**config.mk**
```make
export PLATFORM = sky130hd
export DESIGN_NAME = load_down_counter_flat
export DESIGN_NICKNAME = d
export VERILOG_FILES = /design/src/rtl/load_down_counter_pkg.sv /design/src/rtl/load_down_counter_if.sv /design/src/rtl/load_down_counter_tick_gen.sv /design/src/rtl/load_down_counter.sv /design/src/flat_wrapper.sv
export SDC_FILE = /design/constraint.sdc
export NUM_CORES = 1
export LEC_CHECK = 0
export ABC_CLOCK_PERIOD_IN_PS = 2400
export CAP_MARGIN = 20
export CORE_UTILIZATION = 46
export CTS_CLUSTER_SIZE = 12
export DETAILED_ROUTE_END_ITERATION = 8
export PLACE_DENSITY_LB_ADDON = 0.05
export SYNTH_ARGS = -nofsm -noshare
export SYNTH_HDL_FRONTEND = slang
export SYNTH_SLANG_ARGS = --single-unit
```
**constraint.sdc**
```tcl
create_clock -name clk -period 2.4 [get_ports clk]
set_clock_uncertainty 0.15 [all_clocks]
set_input_delay 0.6 -clock clk [delete_from_list [all_inputs] [get_ports clk]]
set_output_delay 0.6 -clock clk [all_outputs]
set_load 0.02 [all_outputs]
```
**src/rtl/load_down_counter_pkg.sv**
```systemverilog
// load_down_counter_pkg: shared state encoding and default width for the down-counter
package load_down_counter_pkg;
    localparam int CNT_WIDTH = 4;
    typedef enum logic [1:0] {IDLE, ARMED, RUN, DONE} state_t;
endpackage

```
**src/rtl/load_down_counter_if.sv**
```systemverilog
// load_down_counter_if: load handshake, run control and status bundle of the down-counter
interface load_down_counter_if import load_down_counter_pkg::*; #(parameter int WIDTH = CNT_WIDTH) ();
    logic             load_valid_i;
    logic             load_ready_o;
    logic [WIDTH-1:0] load_val_i;
    logic             start_i;
    logic             stop_i;
    logic             auto_reload_i;
    logic [WIDTH-1:0] count_o;
    logic             busy_o;
    logic             done_o;
    logic             tc_o;
    modport master (
        output load_valid_i, load_val_i, start_i, stop_i, auto_reload_i,
        input  load_ready_o, count_o, busy_o, done_o, tc_o
    );
    modport slave (
        input  load_valid_i, load_val_i, start_i, stop_i, auto_reload_i,
        output load_ready_o, count_o, busy_o, done_o, tc_o
    );
endinterface

```
**src/rtl/load_down_counter_tick_gen.sv**
```systemverilog
// tick_gen: prescaler emitting one tick every PRESCALE_DIV cycles; exists only with LOAD_DOWN_COUNTER_PRESCALE_EN
`ifdef LOAD_DOWN_COUNTER_PRESCALE_EN
module tick_gen #(
    parameter int PRESCALE_DIV = 4
) (
    input  logic clk,
    input  logic reset,
    input  logic i_clear,
    output logic o_tick
);
    localparam int CW = $clog2(PRESCALE_DIV);
    logic [CW-1:0] r_cnt;
    assign o_tick = r_cnt == CW'(PRESCALE_DIV - 1);
    // free-running divider, restarted on clear so the first tick is a full period away
    always_ff @(posedge clk or negedge reset) begin
        if (!reset) r_cnt <= '0;
        else        r_cnt <= (i_clear || o_tick) ? '0 : r_cnt + CW'(1);
    end
endmodule
`endif

```
**src/rtl/load_down_counter.sv**
```systemverilog
// load_down_counter: loadable down-counter/interval timer with one-shot or auto-reload; LOAD_DOWN_COUNTER_PRESCALE_EN adds a tick prescaler
module load_down_counter import load_down_counter_pkg::*; #(
    parameter int WIDTH        = CNT_WIDTH,
    parameter int PRESCALE_DIV = 4
) (
    input logic                clk,
    input logic                reset,
    load_down_counter_if.slave bus
);
    state_t           r_state, w_state_nx;
    logic [WIDTH-1:0] r_count, w_count_nx;
    logic [WIDTH-1:0] r_reload, w_reload_nx;
    logic             r_tc, w_tc_nx;
    logic             w_tick, w_load_acc, w_go, w_start_acc;

    assign bus.load_ready_o = r_state != RUN;
    assign bus.busy_o       = r_state == RUN;
    assign bus.done_o       = r_state == DONE;
    assign bus.count_o      = r_count;
    assign bus.tc_o         = r_tc;

    assign w_load_acc  = bus.load_valid_i && bus.load_ready_o;
    assign w_go        = bus.start_i && !bus.stop_i && !w_load_acc;
    assign w_start_acc = w_go && (r_state == ARMED || (r_state == DONE && r_reload != '0));

`ifdef LOAD_DOWN_COUNTER_PRESCALE_EN
    tick_gen #(.PRESCALE_DIV(PRESCALE_DIV)) u_tick (
        .clk     (clk),
        .reset   (reset),
        .i_clear (w_start_acc),
        .o_tick  (w_tick)
    );
`else
    localparam bit unused_prescale_div = PRESCALE_DIV >= 2;
    assign w_tick = 1'b1;
`endif

    // next state: load beats start, stop beats counting, terminal count reloads or finishes
    always_comb begin
        w_state_nx  = r_state;
        w_count_nx  = r_count;
        w_reload_nx = r_reload;
        w_tc_nx     = 1'b0;
        if (w_load_acc) begin
            w_reload_nx = bus.load_val_i;
            w_count_nx  = bus.load_val_i;
            w_state_nx  = (bus.load_val_i != '0) ? ARMED : IDLE;
        end else if (w_start_acc) begin
            w_state_nx = RUN;
            w_count_nx = (r_state == DONE) ? r_reload : r_count;
        end else if (r_state == RUN && bus.stop_i) begin
            w_state_nx = ARMED;
        end else if (r_state == RUN && w_tick) begin
            if (r_count > WIDTH'(1)) begin
                w_count_nx = r_count - WIDTH'(1);
            end else begin
                w_tc_nx    = 1'b1;
                w_count_nx = bus.auto_reload_i ? r_reload : '0;
                w_state_nx = bus.auto_reload_i ? RUN : DONE;
            end
        end
    end

    // state and datapath registers, all cleared by the asynchronous reset
    always_ff @(posedge clk or negedge reset) begin
        if (!reset) begin
            r_state  <= IDLE;
            r_count  <= '0;
            r_reload <= '0;
            r_tc     <= 1'b0;
        end else begin
            r_state  <= w_state_nx;
            r_count  <= w_count_nx;
            r_reload <= w_reload_nx;
            r_tc     <= w_tc_nx;
        end
    end
endmodule

```
**src/flat_wrapper.sv**
```systemverilog
// flat-port wrapper written by rule: the top's interface ports become plain ports
module load_down_counter_flat import load_down_counter_pkg::*;
#(
    parameter int WIDTH        = CNT_WIDTH,
    parameter int PRESCALE_DIV = 4
)
  (clk, reset, bus_load_valid_i, bus_load_val_i, bus_start_i, bus_stop_i, bus_auto_reload_i, bus_load_ready_o, bus_count_o, bus_busy_o, bus_done_o, bus_tc_o);
  load_down_counter_if #(.WIDTH(WIDTH)) bus_i ();
  input logic clk;
  input logic reset;
  input wire logic [$bits(bus_i.load_valid_i)-1:0] bus_load_valid_i;
  input wire logic [$bits(bus_i.load_val_i)-1:0] bus_load_val_i;
  input wire logic [$bits(bus_i.start_i)-1:0] bus_start_i;
  input wire logic [$bits(bus_i.stop_i)-1:0] bus_stop_i;
  input wire logic [$bits(bus_i.auto_reload_i)-1:0] bus_auto_reload_i;
  output wire logic [$bits(bus_i.load_ready_o)-1:0] bus_load_ready_o;
  output wire logic [$bits(bus_i.count_o)-1:0] bus_count_o;
  output wire logic [$bits(bus_i.busy_o)-1:0] bus_busy_o;
  output wire logic [$bits(bus_i.done_o)-1:0] bus_done_o;
  output wire logic [$bits(bus_i.tc_o)-1:0] bus_tc_o;
  assign bus_i.load_valid_i = bus_load_valid_i;
  assign bus_i.load_val_i = bus_load_val_i;
  assign bus_i.start_i = bus_start_i;
  assign bus_i.stop_i = bus_stop_i;
  assign bus_i.auto_reload_i = bus_auto_reload_i;
  assign bus_load_ready_o = bus_i.load_ready_o;
  assign bus_count_o = bus_i.count_o;
  assign bus_busy_o = bus_i.busy_o;
  assign bus_done_o = bus_i.done_o;
  assign bus_tc_o = bus_i.tc_o;
  load_down_counter #(.WIDTH(WIDTH), .PRESCALE_DIV(PRESCALE_DIV)) u_core (.clk(clk), .reset(reset), .bus(bus_i));
endmodule
```
==> reports/qor.csv <==
stage;metric;value;unit
status;run_status;finished clean;
sta;slew_headroom;0.652;
yosys;yosys-top-cells-area;dfrtp_1 (40%), nand2_1 (9.2%), a22o_2 (4.3%), o22a_1 (3.8%), ha_1 (3.6%);
worst_setup_path;crit_fanout;6;
clock_network;clk_latency;0.26;ns
yosys;synth_top_family_by_area;compound AO/OA/AOI/OAI gates;
worst_setup_path;crit_required;1.65;ns
sta;min_period;2.24;ns
clock_network;clock_sinks;11;
sta;setup_viol;0;
placed_design;place_congestion;0.734;
sta;period_share;0.934;
yosys;synth-adder-area-share;0.0362;
worst_setup_path;criticalPathCategory;flop to primary output;
detailed_routing;drc;0;
sta;setup-tns-final;0;ns
worst_setup_path;crit_path_end_kind;primary output;
detailed_routing;vias;622;
clock_network;post_cts_buffers;0;
final_layout;multi_input_area;387;µm²
yosys;synthMuxAreaShare;0;
clock_network;numCtsBuffers;3;
clock_network;clk_pin_slew;0.07;ns
floorplanning;core_area;1350;µm²
worst_setup_path;arrival;1.49;ns
yosys;syn_area_per_cell;9.61;µm²
clock_network;root_buffer;clkbuf_4;
yosys;synth_most_common_cell;nand2_1;
yosys;synth_compound_area_frac;0.262;
sta;holdWs;0.370;ns
worst_setup_path;start_kind;flop;
grt;track_usage;0.233;
yosys;syn-cell-area;692;µm²
final_layout;stdcell_area;943;µm²
grt;grt_max_degree;12;
floorplanning;die_h;40.8;µm
placed_design;dpl_cell_area;915;µm²
detailed_routing;via_per_inst;5.50;
yosys;synth.distinct_cells;29;
yosys;ys.flop_type;dfrtp_1;
yosys;synth_top_area_share;0.398;
final_layout;nFillCells;108;
flow_run;maxCapViolations;0;
floorplanning;die_w;40.8;µm
grt;grt-ovfl-total;0;
floorplanning;die-area;1660;µm²
hold_path;holdCritPathClass;flop to flop;
floorplanning;num_rows;13;
worst_setup_path;crit_slowest_cell;clkdlybuf4s50_1;
sta;rsz0062_at_grt;false;
grt;grt_pass1_vias;587;
placed_design;portBuffers;17;
final_layout;drive_gt1_frac;0.184;
floorplanning;ios;18;
power_and_ir_drop;powerDensity;794;nW/µm²
detailed_routing;wire_per_inst;13.2;µm
final_layout;fin_nets;111;
clock_network;h-tree-depth;1;
final_layout;syn2layout_area_growth;36.3;%
detailed_routing;firstDrtPassIters;4;
yosys;synth_edf_count;0;
yosys;synth_cells;72;
detailed_routing;drt-initial-drc-count;11;
clock_network;cts_tree;yes;
final_layout;ff_latch_area;275;µm²
clock_network;clock_path_buffers;2;
power_and_ir_drop;vdd_drop_max;0.656;mV
placed_design;dp_hpwl;1170;µm
detailed_routing;detail-route-antenna-nets;0;
sta;final-max-slew-violation-count;0;
power_and_ir_drop;power_leakage;0.000451;µW
grt;grt_pass1_wl;2530;µm
floorplanning;initial_core_util;0.513;
yosys;yosysSeqAreaShare;0.398;
yosys;ys_async_sr_fraction;1.00;
yosys;yosys_warnings;0;
sta;worst_pin_slew;0.521;ns
yosys;synth_top_area_cell;dfrtp_1;
sta;finalHoldViolCount;0;
worst_setup_path;crit_chain;nand2b_4 > clkdlybuf4s50_1;
yosys;synth-xor-area-share;0.0127;
final_layout;antenna_cells;0;
sta;fmax;446;MHz
yosys;synth-simple-area-share;0.248;
detailed_routing;finalWirelength;1490;µm
worst_setup_path;slowest_delay;0.60;ns
yosys;ys_ff_latch;11;
yosys;synth_common_cells;nand2_1 (17), dfrtp_1 (11), inv_1 (5), o21ai_1 (5);
yosys;synth_nets;84;
grt;antenna_found_initial;0;
[critical path, delay by kind of cell, from the launching register on]
| kind | cells | cell delay [ns] |
|---|---|---|
| buffers and inverters | 1 | 0.60 |
| DFF | 1 | 0.43 |
| and+or+nand+nor | 1 | 0.19 |
[final timing paths]
path / depth (start not counted) / start / to / slack (ns)
worst max-delay path: 2 / u_core.r_state[0]$_DFFE_PN0P_ / bus_load_ready_o / 0.16
worst min-delay path: 2 / u_core.r_reload[0]$_DFFE_PN0P_ / u_core.r_reload[0]$_DFFE_PN0P_ / 0.37
worst max register to register: 6 / u_core.r_reload[1]$_DFFE_PN0P_ / u_core.bus.count_o[2]$_DFFE_PN0P_ / 0.39
worst min register to register: 2 / u_core.r_reload[0]$_DFFE_PN0P_ / u_core.r_reload[0]$_DFFE_PN0P_ / 0.37
max in group asynchronous: 1 / reset / u_core.r_reload[1]$_DFFE_PN0P_ / 1.23
min in group asynchronous: 1 / reset / u_core.bus.count_o[2]$_DFFE_PN0P_ / 0.53
[registers in the layout (all words and copies together), names as in the netlist]
signal,cells
u_core.bus.count_o,4
u_core.bus.tc_o,1
u_core.r_reload,4
u_core.r_state,2
[cell families (layout without fill, tap and decap cells)]
family	Yosys count	in the layout
xor+xnor	1	1
buf+inv	6	32
compound gates	22	22
simple gates	30	30
flops	11	11
fa+ha+maj	2	2
[metrics by stage]
step,power (µW),utilization,setup slack (ns),instances
floorplan,490,-,0.457,72
global placement,626,0.677,0.0230,109
detailed placement,628,0.677,0.00722,109
CTS,756,0.697,0.0286,113
global route,804,0.699,0.0940,113
finish,749,0.699,0.159,113
[placed cells by master, fill, tap and decap left out, types with 2 or more instances in the layout]
cell type	n
o21ai_1	5
clkbuf_4	3
inv_1	5
nor3_1	2
nor2_1	2
nand2_1	17
ha_1	2
buf_4	6
dfrtp_1	11
and2_1	2
a22o_2	3
o21ai_0	2
o22a_1	3
clkdlybuf4s50_1	16
[routing by layer]
metal / wire length (µm) / vias up / track usage / part of all wire
met3: 72 / 2 / 0.0489 / 0.048
met2: 726 / 18 / 0.379 / 0.49
met1: 685 / 290 / 0.304 / 0.46
met5: 0 / - / 0 / 0
met4: 7 / 0 / 0.0750 / 0.0047
li1: - / 312 / - / -
[timing repair]
item / 4_1_cts / 5_1_grt
resized for setup: 0 / 1
hold buffers: 0 / 0
endpoints found under the setup margin: 0 / 1
[where the power goes]
| part | internal [µW] | total, µW | switching (µW) | leakage [µW] |
|---|---|---|---|---|
| sequential | 229 | 287 | 57.7 | 0.000134 |
| combinational | 178 | 337 | 159 | 0.000302 |
| clock | 64.2 | 125 | 60.4 | 0.0000150 |
| total | 472 | 749 | 277 | 0.000451 |
[layout make-up]
cell class	instances	area share
Timing Repair Buffer	23	0.231
Tap cell	15	0.0199
Sequential cell	11	0.292
Multi-Input combinational cell	55	0.410
Inverter	5	0.0199
Clock buffer	4	0.0279
(Power assumes the default switching activity.)
